**src/rtl/pc_target_pkg.sv**
```systemverilog
// pc_target_pkg: shared encodings for the next-PC / jump-target unit.
//   modeT  : target select driven on pc_target_unit.Mode
//   stateT : redirect FSM (RUN = free running, HOLD = redirect parked behind a stall)
package pc_target_pkg;
  typedef enum logic [1:0] {
    SEQ    = 2'b00,
    JUMP   = 2'b01,
    BRANCH = 2'b10,
    REG    = 2'b11
  } modeT;
  typedef enum logic {
    RUN  = 1'b0,
    HOLD = 1'b1
  } stateT;
endpackage

```
**src/rtl/pc_target_calc.sv**
```systemverilog
// pc_target_calc: combinational target formation from the current PC.
//   pc        in   current program counter
//   mode      in   target select (modeT encoding)
//   imm       in   instruction immediate
//   regTarget in   register jump target
//   condTrue  in   branch condition
//   target    out  selected next PC (SEQ when no redirect is requested)
//   seqTgt    out  pc + INC, also used as the link/return address
//   req       out  a non-sequential target is requested
//   misalign  out  REG request whose target has nonzero alignment bits
module pc_target_calc
  import pc_target_pkg::*;
#(
  parameter int DATA_W = 16,
  parameter int IMM_W  = 13,
  parameter int SHIFT  = 1,
  parameter int INC    = 2
) (
  input  logic [DATA_W-1:0] pc,
  input  logic [1:0]        mode,
  input  logic [IMM_W-1:0]  imm,
  input  logic [DATA_W-1:0] regTarget,
  input  logic              condTrue,
  output logic [DATA_W-1:0] target,
  output logic [DATA_W-1:0] seqTgt,
  output logic              req,
  output logic              misalign
);
  // Bits below the alignment boundary, and bits covered by the shifted immediate;
  // expressed as masks so a zero-width PC high field needs no special case.
  localparam logic [DATA_W-1:0] ALIGN_MASK = DATA_W'((64'd1 << SHIFT) - 64'd1);
  localparam logic [DATA_W-1:0] LO_MASK    = DATA_W'((64'd1 << (IMM_W + SHIFT)) - 64'd1);
  logic [DATA_W-1:0] immSext, jumpTgt, branchTgt, regTgt;
  logic              isJump, isBranch, isReg;
  always_comb begin
    isJump    = mode == JUMP;
    isBranch  = mode == BRANCH;
    isReg     = mode == REG;
    immSext   = DATA_W'($signed(imm));
    seqTgt    = pc + DATA_W'(INC);
    jumpTgt   = (pc & ~LO_MASK) | (DATA_W'(imm) << SHIFT);
    branchTgt = condTrue ? pc + (immSext << SHIFT) : seqTgt;
    regTgt    = regTarget & ~ALIGN_MASK;
    req       = isJump | isReg | (isBranch & condTrue);
    misalign  = isReg & |(regTarget & ALIGN_MASK);
    target    = isJump ? jumpTgt : isBranch ? branchTgt : isReg ? regTgt : seqTgt;
  end
endmodule

```
**src/rtl/pc_target_unit.sv**
```systemverilog
// pc_target_unit: owns the PC, parks one redirect across fetch stalls, captures link address.
//   CLK         in   clock, all state on rising edge
//   Reset_n     in   synchronous reset, active-low
//   Mode        in   target select (SEQ/JUMP/BRANCH/REG)
//   Imm         in   instruction immediate
//   RegTarget   in   register jump target
//   CondTrue    in   branch condition (BRANCH only)
//   Link        in   capture return address with this redirect
//   Stall       in   fetch not ready, PC holds
//   PC          out  program counter
//   LinkAddr    out  captured return address
//   Redirect    out  PC just loaded a non-sequential target
//   Pending     out  redirect parked awaiting stall release
//   MisalignErr out  sticky REG misalignment flag
module pc_target_unit
  import pc_target_pkg::*;
#(
  parameter int                 DATA_W   = 16,
  parameter int                 IMM_W    = 13,
  parameter int                 SHIFT    = 1,
  parameter int                 INC      = 2,
  parameter logic [DATA_W-1:0]  RESET_PC = '0
) (
  input  logic              CLK,
  input  logic              Reset_n,
  input  logic [1:0]        Mode,
  input  logic [IMM_W-1:0]  Imm,
  input  logic [DATA_W-1:0] RegTarget,
  input  logic              CondTrue,
  input  logic              Link,
  input  logic              Stall,
  output logic [DATA_W-1:0] PC,
  output logic [DATA_W-1:0] LinkAddr,
  output logic              Redirect,
  output logic              Pending,
  output logic              MisalignErr
);
  stateT             state, nextState;
  logic [DATA_W-1:0] pendTgt, target, seqTgt, pcNext, pendNext;
  logic              req, misalign, redirectNext;
  pc_target_calc #(
    .DATA_W(DATA_W),
    .IMM_W (IMM_W),
    .SHIFT (SHIFT),
    .INC   (INC)
  ) calc (
    .pc       (PC),
    .mode     (Mode),
    .imm      (Imm),
    .regTarget(RegTarget),
    .condTrue (CondTrue),
    .target   (target),
    .seqTgt   (seqTgt),
    .req      (req),
    .misalign (misalign)
  );
  // On release from HOLD a fresh request outranks the parked one; otherwise
  // the parked target is taken.
  always_comb begin
    nextState    = (state == RUN) ? ((Stall && req) ? HOLD : RUN) : (Stall ? HOLD : RUN);
    pcNext       = Stall ? PC : (state == HOLD && !req) ? pendTgt : target;
    pendNext     = (Stall && req) ? target : pendTgt;
    redirectNext = !Stall && (req || state == HOLD);
  end
  always_ff @(posedge CLK) begin
    if (!Reset_n) state <= RUN;
    else          state <= nextState;
  end
  always_ff @(posedge CLK) begin
    if (!Reset_n) begin
      PC          <= RESET_PC;
      pendTgt     <= '0;
      LinkAddr    <= '0;
      Redirect    <= 1'b0;
      MisalignErr <= 1'b0;
    end else begin
      PC          <= pcNext;
      pendTgt     <= pendNext;
      LinkAddr    <= (Link && req) ? seqTgt : LinkAddr;
      Redirect    <= redirectNext;
      MisalignErr <= MisalignErr | misalign;
    end
  end
  assign Pending = state == HOLD;
endmodule
```
**config.mk**
```make
export PLATFORM = sky130hd
export DESIGN_NAME = pc_target_unit
export DESIGN_NICKNAME = d
export VERILOG_FILES = /design/src/rtl/pc_target_pkg.sv /design/src/rtl/pc_target_calc.sv /design/src/rtl/pc_target_unit.sv
export SDC_FILE = /design/constraint.sdc
export NUM_CORES = 1
export LEC_CHECK = 0
export ABC_AREA = 1
export BUFFER_PORTS_ARGS = -buffer_cell sky130_fd_sc_hd__buf_2
export CORE_ASPECT_RATIO = 2
export CORE_UTILIZATION = 56
export DETAILED_ROUTE_END_ITERATION = 6
export GPL_ROUTABILITY_DRIVEN = 0
export HOLD_SLACK_MARGIN = 0.15
export PLACE_DENSITY_LB_ADDON = 0.3
export SYNTH_ARGS = -nofsm -noshare
export SYNTH_HDL_FRONTEND = slang
export SYNTH_SLANG_ARGS = --single-unit
```
**constraint.sdc**
```tcl
create_clock -name CLK -period 3 [get_ports CLK]
set_clock_uncertainty 0.1 [all_clocks]
set_input_delay 0.75 -clock CLK [delete_from_list [all_inputs] [get_ports CLK]]
set_output_delay 0.75 -clock CLK [all_outputs]
set_load 0.01 [all_outputs]
```
==> results of run 1 <==
==> worst max-delay path: stages <==
cell     delay (ps)
buf_2            90
ha_1            180
inv_1            60
fa_1            410
inv_1           110
nand3_1          80
nand3_1         150
nand3_1         130
nand4_1         100
nand3_1          80
nand2_1          70
nand2_1          50
nand2_1          70
nand2_1          60
nand2_1          70
nand2_1          40
==> per-layer routing <==
metal | wire, um | up-vias | track usage
met2 | 5590 | 182 | 0.547
li1 | - | 2138 | -
met3 | 704 | 51 | 0.0615
met4 | 742 | 0 | 0.224
met5 | 0 | - | 0
met1 | 4360 | 1930 | 0.396
==> worst paths after layout <==
check,start,end,slack [ps],cells after the start
hold reg to reg,MisalignErr,MisalignErr,350,2
setup / recovery,Imm[0],PC[13],590,16
setup reg to reg,PC[2],PC[13],770,14
hold / removal,MisalignErr,MisalignErr,350,2
==> area by class of cell <==
class	instances	area share
clock buffer	5	0.0288
timing repair buffer	78	0.0974
sequential	51	0.235
inverter	97	0.0839
clock inverter	3	0.00605
multi-input combinational	469	0.523
tap	88	0.0254
==> stage by stage <==
stage | util | total power, mW | instance area, um2
6_report | 0.661 | 1.89 | 4340
5_1_grt | 0.661 | 1.99 | 4340
4_1_cts | 0.661 | 1.88 | 4340
3_5_place_dp | 0.638 | 1.30 | 4190
3_3_place_gp | 0.638 | 1.29 | 4190
2_1_floorplan | - | 1.13 | 3770
==> registers in the layout (all words and copies together) (netlist names) <==
name / cells
MisalignErr: 1
PC: 16
Redirect: 1
Pending: 1
pendTgt: 16
LinkAddr: 16
==> synthesized netlist by cell type, drive strengths merged <==
master | number | area [um2]
a211oi | 1 | 7.51
a21oi | 33 | 165
a221oi | 1 | 8.76
a22oi | 1 | 7.51
and2 | 2 | 12.5
buf | 10 | 66.3
clkbuf | 14 | 52.6
clkinv | 1 | 3.75
dfxtp | 51 | 1020
fa | 1 | 20.0
ha | 15 | 188
inv | 96 | 360
nand2 | 214 | 806
nand3 | 31 | 160
nand3b | 2 | 15.0
nand4 | 7 | 43.8
nor2 | 56 | 223
o211ai | 8 | 60.1
o21ai | 67 | 335
o21bai | 3 | 22.5
o22ai | 5 | 31.3
or2 | 11 | 68.8
xnor2 | 3 | 26.3
xor2 | 8 | 70.1
==> power by group <==
| group | switching [mW] | internal, mW | total (mW) |
|---|---|---|---|
| Sequential | 0.0499 | 0.729 | 0.779 |
| Combinational | 0.334 | 0.189 | 0.523 |
| Clock | 0.272 | 0.317 | 0.589 |
==> cell families after synthesis <==
kind of cell    after synthesis  share of synthesized area
flops                        51                      0.270
simple gates                323                      0.352
compound gates              119                      0.169
fa+ha+maj                    16                     0.0550
buf+inv                     121                      0.128
xor+xnor                     11                     0.0255
==> flow_summary.toml, run 1 <==
[status]
status = "finished, final reports clean"

[drt]
drtIter0Drc = 317
viasPerCell = 5.44
ant_nets = 0
wl_per_cell_um = 14.4
via_count = 4301
first_pass_iters = 6
routed_wl_um = 11400
drc = 0

[sta]
fin_ws_ps = 586
fin_tns_setup_ps = 0
slew_viol_final = 0
period_needed_ps = 2410
fmax_mhz = 414
finalCritPeriodShare = 0.805
slew_headroom = 0.561
worstMarginPinSlew_ps = 656
hold_ws_ps = 353
rsz0062_at_grt = "false"
hold_viol_final = 0
setup_viol = 0

[synth]
synth_fp_nets = 693
synthesis.area_mm2 = 0.00377
synth_seq_area_share = 0.270
ys_warn_count = 0
ys_ff_latch = 51
synth_cell_types = 34
postSynthAreaPerCell_um2 = 5.89
syn_inst = 641

[place]
post-place-cells = 783
dpl.hpwl_um = 8850
io_buffer_count = 70
pre_cts_ws_ps = 316

[worst_setup_path]
cp-end-kind = "register"
worstSetupPathType = "in -> reg"
startpoint_type = "input port"
worstPathRequired_ps = 3090
path_max_fanout = 3
arrival_ps = 2500

[global_routing]
antenna_found_initial = 0
grt_start_max_net_pins = 32
grt_pass1_vias = 3906
grt.total_usage = 0.341
grt_pass1_wl_um = 18200
gr-total-overflow = 0

[clock_network]
clock_path_buffers = 2
path_clk_slew_ps = 70
clk-insertion-delay-late_ps = 290
postCtsHoldBufs = 0
post_cts_buffers = 0
cts_tree = "built"
cts_num_sinks = 51
cts-resized-gates = 0
htree_num_levels = 2
numCtsBuffers = 5
cts_root_buffer = "clkbuf_16"

[die]
num_io_pins = 71
dieWidth_um = 60.1
rows = 42
die_height_um = 118
dieArea_mm2 = 0.00709
start_util = 0.575
coreArea_mm2 = 0.00657

[power]
p_per_area_mw_per_mm2 = 435
p_leak_nw = 2.51
ir_drop_mv = 0.489

[finish]
multi_input_area_mm2 = 0.00227
final_cell_mix = "nand2_1 (213), inv_1 (94), buf_2 (70)"
fin_cells = 791
final_nets = 754
synthToLayoutAreaGrowth_pct = 15.0
layout.cells.most_common = "nand2_1"
num-fill-cells = 618
drive_gt1_frac = 0.142
seq_area_mm2 = 0.00102
antenna_cells = 0

[job]
drv_cap = 0

[hold_path]
hp-class = "reg -> reg"
Note: power is estimated with default switching activity, not from simulation.
==> run 2, diff against run 1 <==
- clock period: 3 -> 2.3 ns (I/O delays scaled with it)
==> flow_summary.toml, run 2 (synthesis results as in run 1) <==
[global_routing]
grt_start_max_net_pins = 32
grt.total_usage = 0.357
grt_pass1_wl_um = 19100
gr-total-overflow = 0
grt_pass1_vias = 4105
antenna_found_initial = 0

[clock_network]
htree_num_levels = 2
numCtsBuffers = 5
cts_tree = "built"
cts_root_buffer = "clkbuf_16"
clk-insertion-delay-late_ps = 300
cts_num_sinks = 51
path_clk_slew_ps = 70
clock_path_buffers = 2

[power]
ir_drop_mv = 0.633
p_leak_nw = 2.64
p_per_area_mw_per_mm2 = 556

[sta]
rsz0062_at_grt = "false"
worstMarginPinSlew_ps = 482
hold_viol_final = 0
period_needed_ps = 2130
finalCritPeriodShare = 0.924
slew_viol_final = 0
setup_viol = 0
fmax_mhz = 471
slew_headroom = 0.679

[drt]
via_count = 4361
first_pass_iters = 5
wl_per_cell_um = 14.3
ant_nets = 0
routed_wl_um = 11600
drc = 0
viasPerCell = 5.36
drtIter0Drc = 281

[die]
rows = 42
dieWidth_um = 60.1
coreArea_mm2 = 0.00657
start_util = 0.575
num_io_pins = 71
dieArea_mm2 = 0.00709
die_height_um = 118

[worst_setup_path]
arrival_ps = 2220
cp-end-kind = "register"
critPathLaunch = "PC[1]"
max_stage_delay_ps = 350
path_max_fanout = 7
worstPathRequired_ps = 2400
worstSetupPathType = "reg -> reg"
crit_chain = "buf_4 > ha_1 > nand2_1 > nor2_2 > nand3_1 > nand2_1 > nand2_1 > o21ai_0 > inv_1 > nand2_1 > nand2_1 > nand2_1 > nand2_1 > nand2_1 > nand2_1"
critical_path.slowest_cell = "dfxtp_1"
startpoint_type = "register"
critical_path.top_delay_family = "simple AND/OR/NAND/NOR gates"
cpMostUsedCell = "nand2_1"
cp.buffers_inverters = 2
r2r_start = "PC[1]"

[status]
status = "finished, final reports clean"

[finish]
drive_gt1_frac = 0.175
final_cell_mix = "nand2_1 (212), inv_1 (94), buf_2 (70)"
final_nets = 776
layout.cells.most_common = "nand2_1"
top_regs = "LinkAddr (16), PC (16), pendTgt (16)"
utilization = 0.690
synthToLayoutAreaGrowth_pct = 20.0
num-fill-cells = 586
fin_cells = 813
antenna_cells = 0

[place]
io_buffer_count = 70
dpl.hpwl_um = 9040
post-place-cells = 805

[job]
drv_cap = 0

[hold_path]
hp-class = "reg -> reg"
hold_start = "MisalignErr"
run 2: through the flow:
| step | power, mW | hold WS (ps) | TNS, ps | setup WS, ps | cell area [um2] |
|---|---|---|---|---|---|
| CTS | 2.51 | 376 | 0 | 130 | 4520 |
| global route | 2.65 | 412 | 0 | 0.145 | 4530 |
| global placement | 1.72 | 335 | -280 | -72.2 | 4370 |
| finish | 2.52 | 382 | 0 | 175 | 4530 |
| detailed placement | 1.74 | 364 | -703 | -120 | 4370 |
| floorplan | 1.47 | 365 | 0 | 146 | 3770 |
run 2: area by class of cell:
cell class	instances	area, um2	share of cell area
clock buffers	5	125	0.0276
clock inverters	3	26.3	0.00580
inverters	97	364	0.0804
multi-input cells	469	2280	0.503
flip-flops and latches	51	1020	0.226
well taps	88	110	0.0243
repair buffers	100	601	0.133
run 2: per-layer routing:
metal / vias up / share of wire / track usage
met5: - / 0 / 0
met4: 0 / 0.072 / 0.243
met3: 58 / 0.064 / 0.0714
met2: 204 / 0.49 / 0.578
met1: 1920 / 0.37 / 0.402
li1: 2179 / - / -
run 2: worst paths after layout:
| check | endpoint | slack, ps | depth (start not counted) |
|---|---|---|---|
| setup / recovery | PC[15] | 170 | 15 |
| hold / removal | MisalignErr | 380 | 2 |
| setup reg to reg | PC[15] | 170 | 15 |
| hold reg to reg | MisalignErr | 380 | 2 |
run 2: power breakdown:
group / internal, mW / switching [mW] / total (mW)
combinational: 0.281 / 0.458 / 0.739
clock: 0.414 / 0.364 / 0.778
sequential: 0.951 / 0.0523 / 1.00
run 2: timing repair:
| item | in CTS | in global routing |
|---|---|---|
| endpoints found under the setup margin | 0 | 7 |
| buffers inserted | 0 | 0 |
| hold buffers | 0 | 0 |
| resized for setup | 0 | 6 |
run 2: tightest hold or removal path, delay by kind of cell (launching register included):
kind	cells	cell delay [ps]
AOI/OAI and AO/OA	1	60
DFF	1	320
buffers and inverters	1	50
